$ cat src/rtl/sram_pkg.sv
// sram_pkg: shared state encoding and default geometry/timing for the SRAM controller. rev 1.0
`default_nettype none

package sram_pkg;

  localparam int DEF_AW       = 18;
  localparam int DEF_DW       = 16;
  localparam int DEF_WAIT_CYC = 2;
  localparam int DEF_TURN_CYC = 1;

  typedef enum logic [2:0] {
    ST_IDLE   = 3'd0,
    ST_SETUP  = 3'd1,
    ST_PULSE  = 3'd2,
    ST_HOLD   = 3'd3,
    ST_TURN   = 3'd4,
    ST_VTURN  = 3'd5,
    ST_VPULSE = 3'd6,
    ST_VRSP   = 3'd7
  } state_t;

endpackage

`default_nettype wire

$ cat src/rtl/sram_timer.sv
// sram_timer: loadable down-counter; done is high while the count is zero. rev 1.0
`default_nettype none

module sram_timer #(
  parameter int W = 2
) (
  input  logic         clk,
  input  logic         rst_n,
  input  logic         load,
  input  logic [W-1:0] load_val,
  output logic         done
);

  logic [W-1:0] cnt;

  always_ff @(posedge clk) begin
    if (!rst_n) begin
      cnt <= '0;
    end else if (load) begin
      cnt <= load_val;
    end else if (cnt != '0) begin
      cnt <= cnt - 1'b1;
    end
  end

  assign done = (cnt == '0);

endmodule

`default_nettype wire

$ cat src/rtl/sram_ctrl.sv
// sram_ctrl: single-request async SRAM strobe sequencer; define SRAM_CTRL_VERIFY_EN for write read-back verify. rev 1.0
`default_nettype none

module sram_ctrl
  import sram_pkg::*;
#(
  parameter int AW       = DEF_AW,
  parameter int DW       = DEF_DW,
  parameter int WAIT_CYC = DEF_WAIT_CYC,
  parameter int TURN_CYC = DEF_TURN_CYC
) (
  input  logic          clk,
  input  logic          rst_n,
  input  logic          req_valid,
  output logic          req_ready,
  input  logic          req_we,
  input  logic [AW-1:0] req_addr,
  input  logic [DW-1:0] req_wdata,
  output logic          rsp_valid,
  output logic [DW-1:0] rsp_rdata,
  output logic          rsp_err,
  output logic [AW-1:0] sram_addr,
  output logic [DW-1:0] sram_dq_o,
  output logic          sram_dq_oe,
  input  logic [DW-1:0] sram_dq_i,
  output logic          sram_cs_n,
  output logic          sram_oe_n,
  output logic          sram_we_n
);

`ifdef SRAM_CTRL_VERIFY_EN
  localparam bit VERIFY = 1'b1;
`else
  localparam bit VERIFY = 1'b0;
`endif

  localparam int CNT_MAX = (WAIT_CYC > TURN_CYC) ? WAIT_CYC : TURN_CYC;
  localparam int CW      = (CNT_MAX > 1) ? $clog2(CNT_MAX) : 1;
  localparam logic [CW-1:0] WAIT_LD = CW'(WAIT_CYC - 1);
  localparam logic [CW-1:0] TURN_LD = CW'((TURN_CYC > 0) ? TURN_CYC - 1 : 0);
  localparam state_t POST_ACC = (TURN_CYC == 0) ? ST_IDLE : ST_TURN;

  state_t        state;
  state_t        state_nxt;
  logic          accept;
  logic          we_q;
  logic          we_nxt;
  logic          timer_load;
  logic [CW-1:0] timer_val;
  logic          timer_done;
  logic          sample_rd;
  logic          cs_n_nxt;
  logic          oe_n_nxt;
  logic          we_n_nxt;
  logic          dq_oe_nxt;
  logic          rsp_nxt;

  assign accept = req_valid && req_ready;
  assign we_nxt = accept ? req_we : we_q;

  always_comb begin
    state_nxt = state;
    case (state)
      ST_IDLE:   if (accept) state_nxt = ST_SETUP;
      ST_SETUP:  state_nxt = ST_PULSE;
      ST_PULSE:  if (timer_done) state_nxt = ST_HOLD;
      ST_HOLD: begin
`ifdef SRAM_CTRL_VERIFY_EN
        state_nxt = we_q ? ST_VTURN : POST_ACC;
`else
        state_nxt = POST_ACC;
`endif
      end
      ST_TURN:   if (timer_done) state_nxt = ST_IDLE;
`ifdef SRAM_CTRL_VERIFY_EN
      ST_VTURN:  state_nxt = ST_VPULSE;
      ST_VPULSE: if (timer_done) state_nxt = ST_VRSP;
      ST_VRSP:   state_nxt = POST_ACC;
`endif
      default:   state_nxt = ST_IDLE;
    endcase
  end

  // Pin strobes are registered from the next state so the pads never see decode glitches.
  always_comb begin
    cs_n_nxt  = 1'b1;
    oe_n_nxt  = 1'b1;
    we_n_nxt  = 1'b1;
    dq_oe_nxt = 1'b0;
    case (state_nxt)
      ST_SETUP: begin
        cs_n_nxt  = 1'b0;
        dq_oe_nxt = we_nxt;
      end
      ST_PULSE: begin
        cs_n_nxt  = 1'b0;
        we_n_nxt  = !we_nxt;
        oe_n_nxt  = we_nxt;
        dq_oe_nxt = we_nxt;
      end
      ST_HOLD: begin
        cs_n_nxt  = 1'b0;
        dq_oe_nxt = we_nxt;
      end
      ST_VTURN, ST_VRSP: cs_n_nxt = 1'b0;
      ST_VPULSE: begin
        cs_n_nxt = 1'b0;
        oe_n_nxt = 1'b0;
      end
      default: ;
    endcase
  end

  assign rsp_nxt    = ((state_nxt == ST_HOLD) && !(VERIFY && we_nxt)) || (state_nxt == ST_VRSP);
  assign timer_load = (state_nxt != state) &&
                      ((state_nxt == ST_PULSE) || (state_nxt == ST_TURN) || (state_nxt == ST_VPULSE));
  assign timer_val  = (state_nxt == ST_TURN) ? TURN_LD : WAIT_LD;
  assign sample_rd  = timer_done && (((state == ST_PULSE) && !we_q) || (state == ST_VPULSE));

  sram_timer #(
    .W(CW)
  ) u_timer (
    .clk      (clk),
    .rst_n    (rst_n),
    .load     (timer_load),
    .load_val (timer_val),
    .done     (timer_done)
  );

  always_ff @(posedge clk) begin
    if (!rst_n) begin
      state      <= ST_IDLE;
      req_ready  <= 1'b0;
      we_q       <= 1'b0;
      sram_addr  <= '0;
      sram_dq_o  <= '0;
      sram_dq_oe <= 1'b0;
      sram_cs_n  <= 1'b1;
      sram_oe_n  <= 1'b1;
      sram_we_n  <= 1'b1;
      rsp_valid  <= 1'b0;
      rsp_rdata  <= '0;
    end else begin
      state      <= state_nxt;
      req_ready  <= (state_nxt == ST_IDLE);
      sram_cs_n  <= cs_n_nxt;
      sram_oe_n  <= oe_n_nxt;
      sram_we_n  <= we_n_nxt;
      sram_dq_oe <= dq_oe_nxt;
      rsp_valid  <= rsp_nxt;
      if (accept) begin
        we_q      <= req_we;
        sram_addr <= req_addr;
        if (req_we) sram_dq_o <= req_wdata;
      end
      if (sample_rd) rsp_rdata <= sram_dq_i;
    end
  end

`ifdef SRAM_CTRL_VERIFY_EN
  logic err_q;

  always_ff @(posedge clk) begin
    if (!rst_n) begin
      err_q <= 1'b0;
    end else if (sample_rd) begin
      err_q <= we_q && (sram_dq_i != sram_dq_o);
    end
  end

  assign rsp_err = err_q;
`else
  assign rsp_err = 1'b0;
`endif

endmodule

`default_nettype wire

$ cat config.mk
export PLATFORM = sky130hd
export DESIGN_NAME = sram_ctrl
export DESIGN_NICKNAME = d
export VERILOG_FILES = /design/src/rtl/sram_pkg.sv /design/src/rtl/sram_timer.sv /design/src/rtl/sram_ctrl.sv
export SDC_FILE = /design/constraint.sdc
export NUM_CORES = 1
export LEC_CHECK = 0
export CAP_MARGIN = 40
export CORE_AREA = 2 2 75 77
export CTS_BUF_LIST = sky130_fd_sc_hd__clkbuf_8
export DETAILED_ROUTE_END_ITERATION = 8
export DIE_AREA = 0 0 77 79
export GPL_ROUTABILITY_DRIVEN = 1
export PLACE_DENSITY = 0.89
export SLEW_MARGIN = 0
export SYNTH_ARGS = -nofsm -noshare
export SYNTH_HDL_FRONTEND = slang
export SYNTH_SLANG_ARGS = --single-unit
$ cat constraint.sdc
create_clock -name clk -period 2.3 [get_ports clk]
set_input_delay 0.345 -clock clk [delete_from_list [all_inputs] [get_ports clk]]
set_output_delay 0.345 -clock clk [all_outputs]
set_load 0.01 [all_outputs]
After elaboration in Yosys (flattened, before gate mapping). Cells that the tools add are included.

Register bits after elaboration: 61. Bits in latches: 0. RAM bits: 0. ROM bits: 0. Bits of input ports: 54. Output and inout bits: 57. Word-level logic and storage cells: 54. Memories: 0.

Add/subtract/negate cells: 1. $mul: 0. Divide/modulo/power cells: 0. Order comparisons: 0. Eq/ne operators: 13. Shift-type cells: 0. Multiplexer cells: 10. Bitwise logic cells: 1. Reductions and logical operators: 17.

Operator list (count): $eq 3x3->1 const B (6); $pmux 3 s5 (1); $eq 3x2->1 const B (4); $mux 3 (3); $eq 3x1->1 const B (2); $logic_not 3->1 (2); $reduce_and 2->1 (3); $reduce_or 6->1 (1); $mux 1 (5); $logic_and 1x1->1 (4); $logic_or 1x1->1 (4); $ne 3x3->1 (1); $reduce_or 3->1 (1); $logic_not 1->1 (2); $pmux 1 s2 (1); $not 1->1 (1); $sub 1x1->1 const B (1).

Logic depth before layout (Yosys ltp).
Depth in word-level cells: 8. Gate-level depth with buffers: 5. Mapped depth without buffers: 3.

By module. From an unflattened synthesis, not the netlist that was laid out.

Cells, all modules: 261. Area, all modules: 2331.0 um^2.

Modules (own cells, without submodules): sram_ctrl (instances 1, cells an instance 258, area an instance 2301.0 um^2, seq. area each 1201.2 um^2); sram_timer (instances 1, cells an instance 3, area an instance 30.0 um^2, seq. area each 20.0 um^2).

Worst setup path before layout. Ideal clock, no wire load.

Path type: register to register. Start: register state[1]. End: register rsp_rdata[10]. Library setup time: 72 ps. Data arrival time: 1243 ps. Required time: 2228 ps. Slack: 985 ps. Cell stages (with the launch flop): 5. Buffers on the path: 1. Clock period less this slack: 1315 ps. Cell sequence: dfxtp_1 -> nand2b_4 -> nor3_4 -> buf_12 -> mux2i_1.

Word-level cells in the longest chain between the ends: 4. Elaborated cells between the ends (all ways): 5. Classes of those cells: eq/ne (2); reduce/logical (3).

RTL lines: start: declaration (line sram_ctrl.sv:43) `state_t state;`; start signal: assignment (line sram_ctrl.sv:144) `state <= state_nxt;`; $eq 3x2->1 (line sram_ctrl.sv:118) `assign sample_rd = timer_done && (((state == ST_PULSE) && !we_q) || (state == ST_VPULSE));`; $logic_and 1x1->1 (line sram_ctrl.sv:118); $logic_or 1x1->1 * (line sram_ctrl.sv:118); $logic_and 1x1->1 * (line sram_ctrl.sv:118); end signal: assignment (line sram_ctrl.sv:156) `if (sample_rd) rsp_rdata <= sram_dq_i;`; end: declaration (line sram_ctrl.sv:20) `output logic [DW-1:0] rsp_rdata,`.

Every way passes the cells marked *; elsewhere a longest branch is shown, timed or not. A chain may end at the register's enable or synchronous reset.

Worst setup path in the final report.
Start: register req_ready. End: output req_ready.

RTL lines: start: declaration (line sram_ctrl.sv:15) `output logic req_ready,`; start signal: assignment (line sram_ctrl.sv:145) `req_ready <= (state_nxt == ST_IDLE);`.

No word-level cell between the ends.

==> impl_metrics.env <==
export IMPL_synth_common_cells="nand2_1, dfxtp_1, a21boi_0"
export IMPL_worstHoldEndpoint="state[1]$_SDFF_PN0_"
export IMPL_crit_fanout=5
export IMPL_cts_htree_levels=3
export IMPL_grt_antenna_before_repair=0
export IMPL_first_iter_violations=89
export IMPL_grt_setup_unrepaired="false"
export IMPL_syn_nets=313
export IMPL_worst_path_buf_inv=1
export IMPL_path_class="reg -> out"
export IMPL_cts_hold_buf=0
export IMPL_cp_arrival_ns=1.29
export IMPL_yosysSeqAreaShare_pct=52.96
export IMPL_min_path_type="in -> reg"
export IMPL_cts_sinks=61
export IMPL_finalSetupViolations=0
export IMPL_netlist_instances=259
export IMPL_power_density_nw_per_um2=645.9
export IMPL_detail_route_antenna_nets=0
export IMPL_p_leak_nw=1.307
export IMPL_post_cts_resized=0
export IMPL_final_setup_tns_ns=0
export IMPL_grtUsageTotal_pct=19.19
export IMPL_grt_max_degree=70
export IMPL_ys_types=27
export IMPL_ios=111
export IMPL_cts_tree="done"
export IMPL_hold_viol=0
export IMPL_dieArea_um2=6083
export IMPL_synth_seq_cells=61
export IMPL_yosys_area_top_type="dfxtp_1"
export IMPL_fin_nets=421
export IMPL_grt_first_pass_wirelength_um=9259
export IMPL_pwr_share_seq_pct=49.4
export IMPL_rows=27
export IMPL_cts_inserted_buffers=9
export IMPL_critPathTopFamily="buffers and inverters"
export IMPL_synth_area_leaders="dfxtp_1, nand2_1, a21boi_0, mux2i_1, buf_2"
export IMPL_final_util_pct=67.44
export IMPL_hp_start="rst_n"
export IMPL_r2r_start="state[1]$_SDFF_PN0_"
export IMPL_fp_dieW_um=77
export IMPL_async_flop_share_pct=0
export IMPL_vias=2100
export IMPL_antenna_diode_count=0
export IMPL_grt_pass1_vias=2092
export IMPL_intPower_w=0.001771
export IMPL_netlist_area_um2=2306
export IMPL_r2r_slack_ns=0.97
export IMPL_r2r_end="rsp_rdata[8]$_SDFFE_PN0P_"
export IMPL_clock_root_buffer="clkbuf_8"
export IMPL_drc=0
export IMPL_cts_setup_buffers=0
export IMPL_combPwrFrac_pct=16.3
export IMPL_die_h_um=79
export IMPL_slew_violations=0
export IMPL_clkTransAtPathRegs_ns=0.06
export IMPL_synth_avg_cell_area_um2=8.903
export IMPL_synth_warning_count=0
export IMPL_slew_limit_headroom_pct=61.47
export IMPL_core_area_um2=5338
export IMPL_p_switching_w=0.0005537
export IMPL_ir_drop_mv=0.3481
export IMPL_insertion_delay_ns=0.32
export IMPL_tightestPinTransition_ns=0.5763
export IMPL_dr_pass1_iters=4
export IMPL_outcome="completed"
export IMPL_clockBufferDepth=2
export IMPL_clock_power_share_pct=34.3
export IMPL_wl_per_cell_um=12.66
export IMPL_period_needed_ns=1.630
export IMPL_required_ns=1.96
export IMPL_wl_um=5620
export IMPL_path_cells="clkdlybuf4s50_1"
export IMPL_cp_start_kind="flip-flop"
export IMPL_drive_gt1_share_pct=5.914
export IMPL_synth_top_cell_area_share_pct=52.96
export IMPL_yosysMostFrequentCell="nand2_1"
export IMPL_maxCapViolations=0
export IMPL_rr_worst_depth=4
export IMPL_start_util_pct=43.20
export IMPL_overflow=0
export IMPL_cp_slowest_cell="clkdlybuf4s50_1"
export IMPL_viasPerCell=4.730
export IMPL_fmax_ghz=0.6134
export IMPL_post_route_period_util_pct=70.88
export IMPL_clock_skew_final_ns=0.004101
export IMPL_syn2layout_area_growth_pct=56.10
export IMPL_globalplace_congestion=0.7650
export IMPL_dp_hpwl_um=3918
export IMPL_port_buffer_count=109
export IMPL_synthFlopType="dfxtp_1"
export IMPL_swShare_pct=23.81
export IMPL_critPathCaptureType="primary output"
export IMPL_synth_edff_count=0
export IMPL_min_path_cells=3
export IMPL_critical_path_max_stage_delay_ns=0.56
==> power groups by stage <==
stage                     Sequential (W)  Clock, W  Combinational, W
after detailed placement         0.00117         0          0.000382
after global routing             0.00116  0.000875          0.000412
final                            0.00115  0.000797          0.000380
after CTS                        0.00115  0.000826          0.000384
after global placement           0.00117         0          0.000374
after floorplan                  0.00119         0          0.000145
==> cell usage in the layout, fill, tap and decap left out, types with 4 or more instances in the layout <==
master / n
nand2_1: 102
inv_1: 4
clkbuf_8: 11
dfxtp_1: 61
clkdlybuf4s50_1: 108
a21boi_0: 31
buf_4: 5
mux2i_1: 16
a21boi_1: 4
==> state kept, by name, indices dropped and copies added, names as in the netlist, 3 cells and up <==
signal,cells
rsp_rdata,16
state,3
sram_dq_o,16
sram_addr,18
==> metal layers <==
layer  global-route usage [%]  share of wire, %  wire (um)
met5                        0                 0          0
met4                    9.821               1.7         93
met3                    6.023               6.9        385
met2                    32.02                48       2682
met1                    22.30                44       2458
==> cell families (layout without fill, tap and decap cells) <==
kind of cell,Yosys count,count (layout),share of synthesized area (%)
AOI/OAI and AO/OA,41,41,13.08
buffers and inverters,17,130,3.961
DFF,61,61,52.96
muxes,17,17,7.433
other,1,1,0.1626
and+or+nand+nor,122,122,22.41
==> area by class of cell <==
| class | instances | area, um^2 |
|---|---|---|
| fill | 472 | 1738 |
| sequential | 61 | 1221 |
| timing repair buffer | 114 | 1124 |
| multi-input combinational | 181 | 993.5 |
| clock buffer | 11 | 151.4 |
| tap | 72 | 90.09 |
| clock inverter | 5 | 20.02 |
==> per-stage QoR <==
stage	instances	worst slack [ns]	hold WS (ns)	cell area, um^2	total power [W]
floorplan	259	0.9851	0.4619	2306	0.001336
global placement	428	0.5945	0.4399	3428	0.001542
detailed placement	428	0.5651	0.4454	3428	0.001552
CTS	444	0.6628	0.4048	3600	0.002358
global route	444	0.6012	0.4564	3600	0.002443
finish	444	0.6698	0.4262	3600	0.002325
==> worst max-delay path by stage <==
| stage | from | to | depth (start not counted) |
|---|---|---|---|
| 3_5_place_dp | req_valid | sram_dq_o[7]$_SDFFE_PN0P_ | 4 |
| 2_1_floorplan | state[1]$_SDFF_PN0_ | rsp_rdata[10]$_SDFFE_PN0P_ | 4 |
| 5_1_grt | req_ready$_SDFF_PN0_ | req_ready | 1 |
| 3_3_place_gp | req_valid | sram_dq_o[1]$_SDFFE_PN0P_ | 4 |
| 6_report | req_ready$_SDFF_PN0_ | req_ready | 1 |
| 4_1_cts | req_ready$_SDFF_PN0_ | req_ready | 1 |
Power figures use the tool's default switching activity.
